File: config.mk
export PLATFORM = sky130hd
export DESIGN_NAME = cpu_control_seq
export DESIGN_NICKNAME = d
export VERILOG_FILES = /design/src/rtl/cpu_control_seq.sv
export SDC_FILE = /design/constraint.sdc
export NUM_CORES = 1
export LEC_CHECK = 0
export ABC_AREA = 1
export BUFFER_PORTS_ARGS = -buffer_cell sky130_fd_sc_hd__buf_2
export CAP_MARGIN = 30
export CELL_PAD_IN_SITES_DETAIL_PLACEMENT = 1
export CELL_PAD_IN_SITES_GLOBAL_PLACEMENT = 1
export CORE_MARGIN = 5
export CORE_UTILIZATION = 34
export CTS_CLUSTER_SIZE = 16
export DETAILED_ROUTE_END_ITERATION = 6
export GPL_ROUTABILITY_DRIVEN = 1
export PLACE_DENSITY = 0.85
export SYNTH_ARGS = -nofsm -noshare
export SYNTH_HDL_FRONTEND = slang
export SYNTH_SLANG_ARGS = --single-unit
export TNS_END_PERCENT = 5
File: constraint.sdc
create_clock -name Clock -period 3.5 [get_ports Clock]
set_input_delay 0.35 -clock Clock [delete_from_list [all_inputs] [get_ports Clock]]
set_output_delay 0.35 -clock Clock [all_outputs]
set_load 0.03 [all_outputs]
File: src/rtl/cpu_control_seq.sv
// Moore control sequencer: decodes IR[31:27] and steps through per-instruction datapath control words.
// Latency: fetch is 3 states, execute 1..5 states; every memory wait cycle adds one cycle.
// Backpressure: memory states hold while Mem_ready=0; after MEM_TIMEOUT waits the block faults.
module cpu_control_seq #(
  parameter int NREG        = 16,
  parameter int LINK_REG    = 14,
  parameter int MEM_TIMEOUT = 15
) (
  input  logic            Clock,
  input  logic            Reset,
  input  logic [31:0]     IR,
  input  logic            CON_ff,
  input  logic            Mem_ready,
  input  logic            Stop,
  input  logic            Resume,
  output logic [9:0]      Drive,
  output logic [11:0]     Load,
  output logic [2:0]      Sel,
  output logic            IncPC,
  output logic            MDR_read,
  output logic            Mem_req,
  output logic [NREG-1:0] R_enableIn,
  output logic            Run,
  output logic            Fault
);

  // Bus source bit positions
  localparam int D_PC = 0, D_MDR = 1, D_ZH = 2, D_ZL = 3, D_HI = 4;
  localparam int D_LO = 5, D_IN = 6, D_C = 7, D_R = 8, D_BA = 9;
  // Register load bit positions
  localparam int L_MAR = 0, L_MDR = 1, L_IR = 2, L_Y = 3, L_PC = 4, L_HI = 5;
  localparam int L_LO = 6, L_Z = 7, L_REN = 8, L_CON = 9, L_OUT = 10, L_RAM = 11;
  // Register-select encodings {Gra,Grb,Grc}
  localparam logic [2:0] GRA = 3'b100, GRB = 3'b010, GRC = 3'b001;
  localparam logic [7:0] TIMEOUT = 8'(MEM_TIMEOUT);

  typedef enum logic [5:0] {
    S_RST, S_F0, S_F1, S_F2,
    S_A3_1, S_A3_2, S_A3_3,
    S_IM_1, S_IM_2, S_IM_3,
    S_MD_1, S_MD_2, S_MD_3, S_MD_4,
    S_A2_1, S_A2_2,
    S_LD_1, S_LD_2, S_LD_3, S_LD_4, S_LD_5,
    S_LDI_1, S_LDI_2, S_LDI_3,
    S_ST_1, S_ST_2, S_ST_3, S_ST_4, S_ST_5,
    S_BR_1, S_BR_2, S_BR_3, S_BR_4,
    S_JR, S_JAL_1, S_JAL_2,
    S_MFHI, S_MFLO, S_IN, S_OUT, S_NOP,
    S_HALT, S_ILL, S_FLT
  } state_t;

  state_t     state_q, state_d;
  logic [7:0] wait_cnt;
  logic       fault_q;
  state_t     boundary;
  logic       timed_out;
  logic [4:0] opcode;
  logic       unused_ir;

  assign opcode    = IR[31:27];
  assign unused_ir = ^IR[26:0];
  assign boundary  = Stop ? S_HALT : S_F0;
  assign timed_out = (wait_cnt == TIMEOUT);
  assign Fault     = fault_q;

  // State register; Reset forces RST without waiting for a clock
  always_ff @(posedge Clock or posedge Reset) begin
    if (Reset) state_q <= S_RST;
    else       state_q <= state_d;
  end

  // Memory wait counter: zero outside memory states, counts cycles without Mem_ready inside them
  always_ff @(posedge Clock or posedge Reset) begin
    if (Reset)             wait_cnt <= '0;
    else if (!Mem_req)     wait_cnt <= '0;
    else if (!Mem_ready)   wait_cnt <= wait_cnt + 8'd1;
  end

  // Sticky fault flag, set on the edge that enters ILL or FLT
  always_ff @(posedge Clock or posedge Reset) begin
    if (Reset)                                    fault_q <= 1'b0;
    else if (state_d == S_ILL || state_d == S_FLT) fault_q <= 1'b1;
  end

  // Next-state: fetch, opcode decode, per-instruction sequencing, memory waits and halt/fault
  always_comb begin
    state_d = state_q;
    case (state_q)
      S_RST:   state_d = S_F0;
      S_F0:    state_d = S_F1;
      S_F1:    if (Mem_ready) state_d = S_F2; else if (timed_out) state_d = S_FLT;
      S_F2: begin
        case (opcode)
          5'b00000: state_d = S_LD_1;
          5'b00001: state_d = S_LDI_1;
          5'b00010: state_d = S_ST_1;
          5'b00011, 5'b00100, 5'b00101, 5'b00110,
          5'b00111, 5'b01000, 5'b01001, 5'b01010: state_d = S_A3_1;
          5'b01011, 5'b01100, 5'b01101: state_d = S_IM_1;
          5'b01110, 5'b01111: state_d = S_MD_1;
          5'b10000, 5'b10001: state_d = S_A2_1;
          5'b10010: state_d = S_BR_1;
          5'b10011: state_d = S_JR;
          5'b10100: state_d = S_JAL_1;
          5'b10101: state_d = S_IN;
          5'b10110: state_d = S_OUT;
          5'b10111: state_d = S_MFHI;
          5'b11000: state_d = S_MFLO;
          5'b11001: state_d = S_NOP;
          5'b11010: state_d = S_HALT;
          default:  state_d = S_ILL;
        endcase
      end
      S_A3_1:  state_d = S_A3_2;
      S_A3_2:  state_d = S_A3_3;
      S_IM_1:  state_d = S_IM_2;
      S_IM_2:  state_d = S_IM_3;
      S_MD_1:  state_d = S_MD_2;
      S_MD_2:  state_d = S_MD_3;
      S_MD_3:  state_d = S_MD_4;
      S_A2_1:  state_d = S_A2_2;
      S_LD_1:  state_d = S_LD_2;
      S_LD_2:  state_d = S_LD_3;
      S_LD_3:  state_d = S_LD_4;
      S_LD_4:  if (Mem_ready) state_d = S_LD_5; else if (timed_out) state_d = S_FLT;
      S_LDI_1: state_d = S_LDI_2;
      S_LDI_2: state_d = S_LDI_3;
      S_ST_1:  state_d = S_ST_2;
      S_ST_2:  state_d = S_ST_3;
      S_ST_3:  state_d = S_ST_4;
      S_ST_4:  state_d = S_ST_5;
      S_ST_5:  if (Mem_ready) state_d = boundary; else if (timed_out) state_d = S_FLT;
      S_BR_1:  state_d = S_BR_2;
      S_BR_2:  state_d = S_BR_3;
      S_BR_3:  state_d = S_BR_4;
      S_JAL_1: state_d = S_JAL_2;
      S_A3_3, S_IM_3, S_MD_4, S_A2_2, S_LD_5, S_LDI_3, S_BR_4, S_JR, S_JAL_2,
      S_MFHI, S_MFLO, S_IN, S_OUT, S_NOP: state_d = boundary;
      // Stop wins over Resume so a held Stop keeps the processor parked
      S_HALT:  if (Resume && !Stop) state_d = S_F0;
      S_ILL:   state_d = S_ILL;
      S_FLT:   state_d = S_FLT;
      default: state_d = S_RST;
    endcase
  end

  // Moore output decode; only BR_4 additionally looks at CON_ff
  always_comb begin
    Drive      = '0;
    Load       = '0;
    Sel        = '0;
    IncPC      = 1'b0;
    MDR_read   = 1'b0;
    Mem_req    = 1'b0;
    R_enableIn = '0;
    Run        = 1'b1;
    case (state_q)
      S_F0:    begin Drive[D_PC] = 1'b1; Load[L_MAR] = 1'b1; end
      S_F1:    begin Load[L_MDR] = 1'b1; MDR_read = 1'b1; Mem_req = 1'b1; end
      S_F2:    begin Drive[D_MDR] = 1'b1; Load[L_IR] = 1'b1; Load[L_PC] = 1'b1; IncPC = 1'b1; end
      S_A3_1, S_IM_1, S_MD_1: begin Sel = GRB; Drive[D_R] = 1'b1; Load[L_Y] = 1'b1; end
      S_A3_2, S_MD_2: begin Sel = GRC; Drive[D_R] = 1'b1; Load[L_Z] = 1'b1; end
      S_IM_2, S_LD_2, S_LDI_2, S_ST_2, S_BR_3: begin Drive[D_C] = 1'b1; Load[L_Z] = 1'b1; end
      S_A3_3, S_IM_3, S_A2_2, S_LDI_3: begin Drive[D_ZL] = 1'b1; Sel = GRA; Load[L_REN] = 1'b1; end
      S_MD_3:  begin Drive[D_ZL] = 1'b1; Load[L_LO] = 1'b1; end
      S_MD_4:  begin Drive[D_ZH] = 1'b1; Load[L_HI] = 1'b1; end
      S_A2_1:  begin Sel = GRB; Drive[D_R] = 1'b1; Load[L_Z] = 1'b1; end
      S_LD_1, S_LDI_1, S_ST_1: begin Sel = GRB; Drive[D_BA] = 1'b1; Load[L_Y] = 1'b1; end
      S_LD_3, S_ST_3: begin Drive[D_ZL] = 1'b1; Load[L_MAR] = 1'b1; end
      S_LD_4:  begin Load[L_MDR] = 1'b1; MDR_read = 1'b1; Mem_req = 1'b1; end
      S_LD_5:  begin Drive[D_MDR] = 1'b1; Sel = GRA; Load[L_REN] = 1'b1; end
      S_ST_4:  begin Sel = GRA; Drive[D_R] = 1'b1; Load[L_MDR] = 1'b1; end
      S_ST_5:  begin Drive[D_MDR] = 1'b1; Load[L_RAM] = 1'b1; Mem_req = 1'b1; end
      S_BR_1:  begin Sel = GRA; Drive[D_R] = 1'b1; Load[L_CON] = 1'b1; end
      S_BR_2:  begin Drive[D_PC] = 1'b1; Load[L_Y] = 1'b1; end
      S_BR_4:  begin Drive[D_ZL] = 1'b1; Load[L_PC] = CON_ff; end
      S_JR, S_JAL_2: begin Sel = GRA; Drive[D_R] = 1'b1; Load[L_PC] = 1'b1; end
      S_JAL_1: begin Drive[D_PC] = 1'b1; R_enableIn[LINK_REG] = 1'b1; end
      S_MFHI:  begin Sel = GRA; Drive[D_HI] = 1'b1; Load[L_REN] = 1'b1; end
      S_MFLO:  begin Sel = GRA; Drive[D_LO] = 1'b1; Load[L_REN] = 1'b1; end
      S_IN:    begin Sel = GRA; Drive[D_IN] = 1'b1; Load[L_REN] = 1'b1; end
      S_OUT:   begin Sel = GRA; Drive[D_R] = 1'b1; Load[L_OUT] = 1'b1; end
      S_HALT, S_ILL, S_FLT: Run = 1'b0;
      default: ;
    endcase
  end

endmodule

Yosys cells after proc, flatten, opt, wreduce, memory -nomap -nowiden
Memory sizes are Yosys's and may differ from the RTL's.
Cells that the tools add are included.
Storage, ports and cells
  output and inout port bits: 46
  memories: 1
  input bits: 38
  flip-flop bits (word level): 15
  ROM bits: 192
Operators by class
  equal/unequal tests: 47
  add/sub/neg operators: 1
  muxes and demuxes: 35
  reductions and logical operators: 23
Memories
  (no name shown): words 32, bits a word 6, rd ports 1, clocked after memory_dff 0, wr ports 0, RTL line 93  | case (opcode)
Operators by type and width (number)
  6-bit one-hot mux with 31 select lines: 1
  6-bit by 5-bit equality test with 1-bit output (second input constant): 16
  6-bit equality test (second input constant): 14
  6-bit by 4-bit equality test with 1-bit output (second input constant): 8
  6-bit two-way mux: 6
  6-bit by 3-bit equality test with 1-bit output (second input constant): 4
  1-bit two-way mux: 24
  3-bit OR reduction: 8
  8-bit OR reduction: 3
  8-bit two-way mux: 2
  14-bit OR reduction: 1
  7-bit OR reduction: 2
  13-bit OR reduction: 1
  6-bit by 2-bit equality test with 1-bit output (second input constant): 2
  11-bit OR reduction: 1
  3-bit one-hot mux with 3 select lines: 1
  8-bit by 1-bit adder with 8-bit output (second input constant): 1
  8-bit by 4-bit equality test with 1-bit output (second input constant): 1
  6-bit by 1-bit equality test with 1-bit output (second input constant): 1
  6-bit logical NOT: 1
  5-bit OR reduction: 1
  2-bit OR reduction: 2
  2-bit != test (second input constant): 1
  1-bit one-hot mux with 2 select lines: 1
  3 further kinds: 3

Depth between registers and ports, before layout
  depth after elaboration: 6
  depth in mapped cells: 14
  depth with buffers taken out: 13

Least setup slack after synthesis
Ideal clock, no wire load.
  path kind: register to output
  start: register state_q[2]
  end: output Load[7]
  path buffers: 0
  data arrival time: 1.684 ns
  cell stages (with the launch flop): 7
  path slack: 1.466 ns
  cell sequence: dfrtp_1 inv_2 nor2_4 nand2_1 o21ai_1 nor2_1 nand3_1
Between the ends
  longest elaborated chain between the ends: 3
Ends and longest elaborated chain
  from (decl): RTL line 52  | state_t state_q, state_d;
  from (signal assigned): RTL line 69  | else state_q <= state_d;
  6-bit by 5-bit equality test with 1-bit output (tied with other cells): RTL line 157  | case (state_q)
  8-bit OR reduction (no source line) (*)
  1-bit two-way mux (*): RTL line 157
  to (decl): RTL line 17  | output logic [11:0] Load,
Every way passes the cells marked *; elsewhere a longest branch is shown, timed or not.

Final worst setup path
  start: register state_q[4]
  end: output Drive[8]
Between the ends
  longest elaborated chain between the ends: 3
Ends and longest elaborated chain
  6-bit equality test (tied with other cells): RTL line 157
  11-bit OR reduction (no source line) (*)
  1-bit two-way mux (*): RTL line 157
  to (decl): RTL line 16  | output logic [9:0] Drive,
Marks and branches as above.

==> summary.md <==
| Metric | Value |
|---|---|
| Die Wd | `87.6 µm` |
| Finished Layout Cells | `469` |
| VDD IR max | `0.000187 V` |
| Worst setup margin | `1.09 ns` |
| Design Area, Final | `2280 µm²` |
| Final Hold Vio Count | `0` |
| Reg2Reg Depth | `13` |
| Vias in the first global route | `2,322` |
| Layout area overhead | `11.4%` |
| DRC violations left | `0` |
| Reg2Reg Setup Slack | `1.44 ns` |
| Worst Setup Path Type | `flip-flop to output pin` |
| Worst Path Arrival | `2.06 ns` |
| Highest Clock Rate | `416 MHz` |
| Seq cells post-synth | `15` |
| Status | `finished clean` |
| Sequential Power Share | `18.1%` |
| Post-place setup slack | `1.36 ns` |
| Clk slew on worst S/H paths | `0.06 ns` |
| Initial core utilization | `34.8%` |
| Smallest hold slack | `0.146 ns` |
| Setup total negative slack | `0 ns` |
| Critical path endpoint category | `output pin` |
| Initial antenna violation count | `0` |
| DPL Wire Length | `5.50 mm` |
| Multi-input logic area | `1360 µm²` |
| Net Switching | `0.921 mW` |
| Pwr/cell area | `651 nW/µm²` |
| Port bufs | `41` |
| Bufs on Longest Clock Path | `2` |
| Initial DRC Count | `109` |
| Worst slew pin tran | `0.572 ns` |
| Max_cap viols | `0` |
| Synth cell types | `34` |
| First-pass GRT wire length | `10.7 mm` |
| Fin crit share | `68.8%` |
| Combinational share of power | `72.3%` |
| Cell Rows | `28` |
| Placed Cells | `465` |
| Layout cells sized above 1 | `19.3%` |
| Hold Buf Count CTS | `0` |
| Sequential cell area | `375 µm²` |
| Grt total ovfl | `0` |
| Buffer and inverter count on the worst path | `2` |
| Inserted Diodes | `0` |
| WP depth | `7` |
| Fin util | `38.8%` |
| Worst Setup EP | `Drive[8]` |
| Switching share of power | `62.0%` |
| Clock power share | `9.6%` |
| Final setup vio count | `0` |
| DR vias | `2,399` |
| Worst stage delay on the critical path | `0.49 ns` |
| Fin nets | `434` |
| Vias/cell | `5.12` |
| Die height | `87.6 µm` |
| Hold Crit Class | `input port to asynchronous set/reset pin` |
| Post-CTS setup repair buffer count | `0` |
| Die area | `7680 µm²` |
| Worst path top cell family by delay | `simple AND/OR/NAND/NOR gates` |
| Layout Skew | `0.00494 ns` |
| Total Power Consumption | `1.49 mW` |
| WP data required | `3.15 ns` |
| RSZ-0062 raised after global routing | `false` |
| Internal | `0.565 mW` |
| Mapped Cells | `358` |
| First drt pass iteration count | `4` |
| Overall Global Routing Usage | `17.1%` |
| DP Area | `2230 µm²` |
| Tmin final | `2.41 ns` |
| ANT nets after route | `0` |
| Lkg Pwr | `1.49 nW` |
| Fillers | `846` |
| I/O Pins | `84` |
| CTS tree | `built` |
| Post-Syn Area per Cell | `5.72 µm²` |
| CTS H-Tree Depth | `1` |
| Cts bufs inserted | `3` |
| GPL Wtd Cong | `0.885` |
| Relative slew slack | `61.8%` |
| Mapped Area | `2050 µm²` |
| Slew Viols, Final | `0` |
| Core Footprint | `5890 µm²` |
| CP Launch Type | `flip-flop` |
| Worst r2r src | `state_q[4]$_DFF_PP0_` |
| Sequential share of the synthesized area | `18.3%` |
| Critical Path, Cell by Cell | `inv_2 -> nor2_4 -> nand3_1 -> nand2_1 -> nor2_1 -> o211ai_1 -> buf_2` |
| Post-CTS Resized | `0` |
| Synth warnings | `0` |
| Clk_lat worst skew | `0.25 ns` |
| Final wirelength | `6.53 mm` |
| Average wire per standard cell | `13.9 µm` |
| Worst R2R End | `Fault$_DFFE_PP0P_` |
| CP Launch Point | `state_q[4]$_DFF_PP0_` |
| Clock Sink Count | `15` |
| Largest net degree at the start of global routing | `17` |
| Root Buffer | `clkbuf_8` |
| CP max FO | `16` |
| Slowest-stage cell, CP | `dfrtp_1` |
==> metal layers <==
layer	global-route usage, %	vias to the layer above	routed length (µm)
met3	2.54	10	416
met4	2.37	0	113
met2	28.8	85	3040
met1	23.5	1118	2960
li1	-	1186	-
met5	0	-	0
==> area by class of cell <==
| cell class | count | share of cell area [%] |
|---|---|---|
| timing repair buffer | 41 | 8.99 |
| clock buffer | 3 | 1.81 |
| tap | 75 | 4.11 |
| inverter | 54 | 8.88 |
| sequential | 15 | 16.4 |
| multi-input combinational | 280 | 59.4 |
| clock inverter | 1 | 0.329 |
==> power groups by stage <==
stage               Sequential, mW  Combinational [mW]  Clock (mW)
global route                 0.275                1.18       0.156
CTS                          0.268                1.08       0.147
detailed placement           0.271                1.08           0
finish                       0.269                1.07       0.143
floorplan                    0.258               0.838           0
global placement             0.268                1.05           0
==> state kept, by name (all words and copies together), names as in the netlist <==
signal and flops:
Fault 1, state_q 6, wait_cnt 8
==> synthesized netlist by cell type, drive strengths merged <==
master  number  area share, %
a21oi        8            2.1
a31oi        4            1.2
and3         1           0.31
buf         21            7.8
clkbuf       2           0.37
clkinv       1           0.18
conb         1           0.18
dfrtp       15             18
ha           1           0.61
inv         53            9.7
nand2       91             17
nand3       61             17
nand3b       1           0.37
nand4        5            1.5
nor2        67             16
nor3         4           0.98
nor3b        2           0.73
nor4         1           0.31
o211ai       2           0.73
o21ai       11            2.7
o21bai       1           0.37
o221ai       1           0.43
or2          1           0.31
xnor2        2           0.85
xor2         1           0.43
==> cell usage in the layout (no fill, tap or decap) <==
| master | count |
|---|---|
| nand4_1 | 5 |
| o211ai_1 | 2 |
| or2_2 | 1 |
| nor3_1 | 4 |
| nand3_1 | 54 |
| xnor2_1 | 2 |
| a21oi_1 | 7 |
| a21oi_2 | 1 |
| nor3b_1 | 2 |
| nor4_1 | 1 |
| conb_1 | 15 |
| clkinv_1 | 1 |
| o21bai_1 | 1 |
| and3_1 | 1 |
| nor2_1 | 54 |
| xor2_1 | 1 |
| nor2_4 | 8 |
| nand3b_1 | 1 |
| o21ai_0 | 9 |
| o221ai_1 | 1 |
| o21ai_1 | 2 |
| nand3_4 | 1 |
| clkinvlp_4 | 1 |
| clkbuf_8 | 3 |
| nor2_2 | 5 |
| a31oi_1 | 4 |
| inv_2 | 9 |
| buf_2 | 41 |
| dfrtp_1 | 15 |
| inv_1 | 44 |
| nand2_1 | 91 |
| nand3_2 | 6 |
| ha_1 | 1 |
==> cell families after synthesis <==
logic type | synth area share, %
and+or+nand+nor | 54.0
other | 0.183
DFF | 18.3
AOI/OAI and AO/OA | 7.57
buffers and inverters | 18.1
adders and majority gates | 0.610
xor gates and xnor gates | 1.28
==> how the worst min path moves through the flow <==
stage | endpoint | slack, ns
final | wait_cnt[1]$_DFFE_PP0P_ | 0.15
after global routing | wait_cnt[2]$_DFFE_PP0P_ | 0.21
after CTS | wait_cnt[1]$_DFFE_PP0P_ | 0.17
after detailed placement | wait_cnt[1]$_DFFE_PP0P_ | 0.44
after global placement | wait_cnt[1]$_DFFE_PP0P_ | 0.43
after floorplan | Fault$_DFFE_PP0P_ | 0.25
Note: power is estimated with default switching activity, not from simulation.
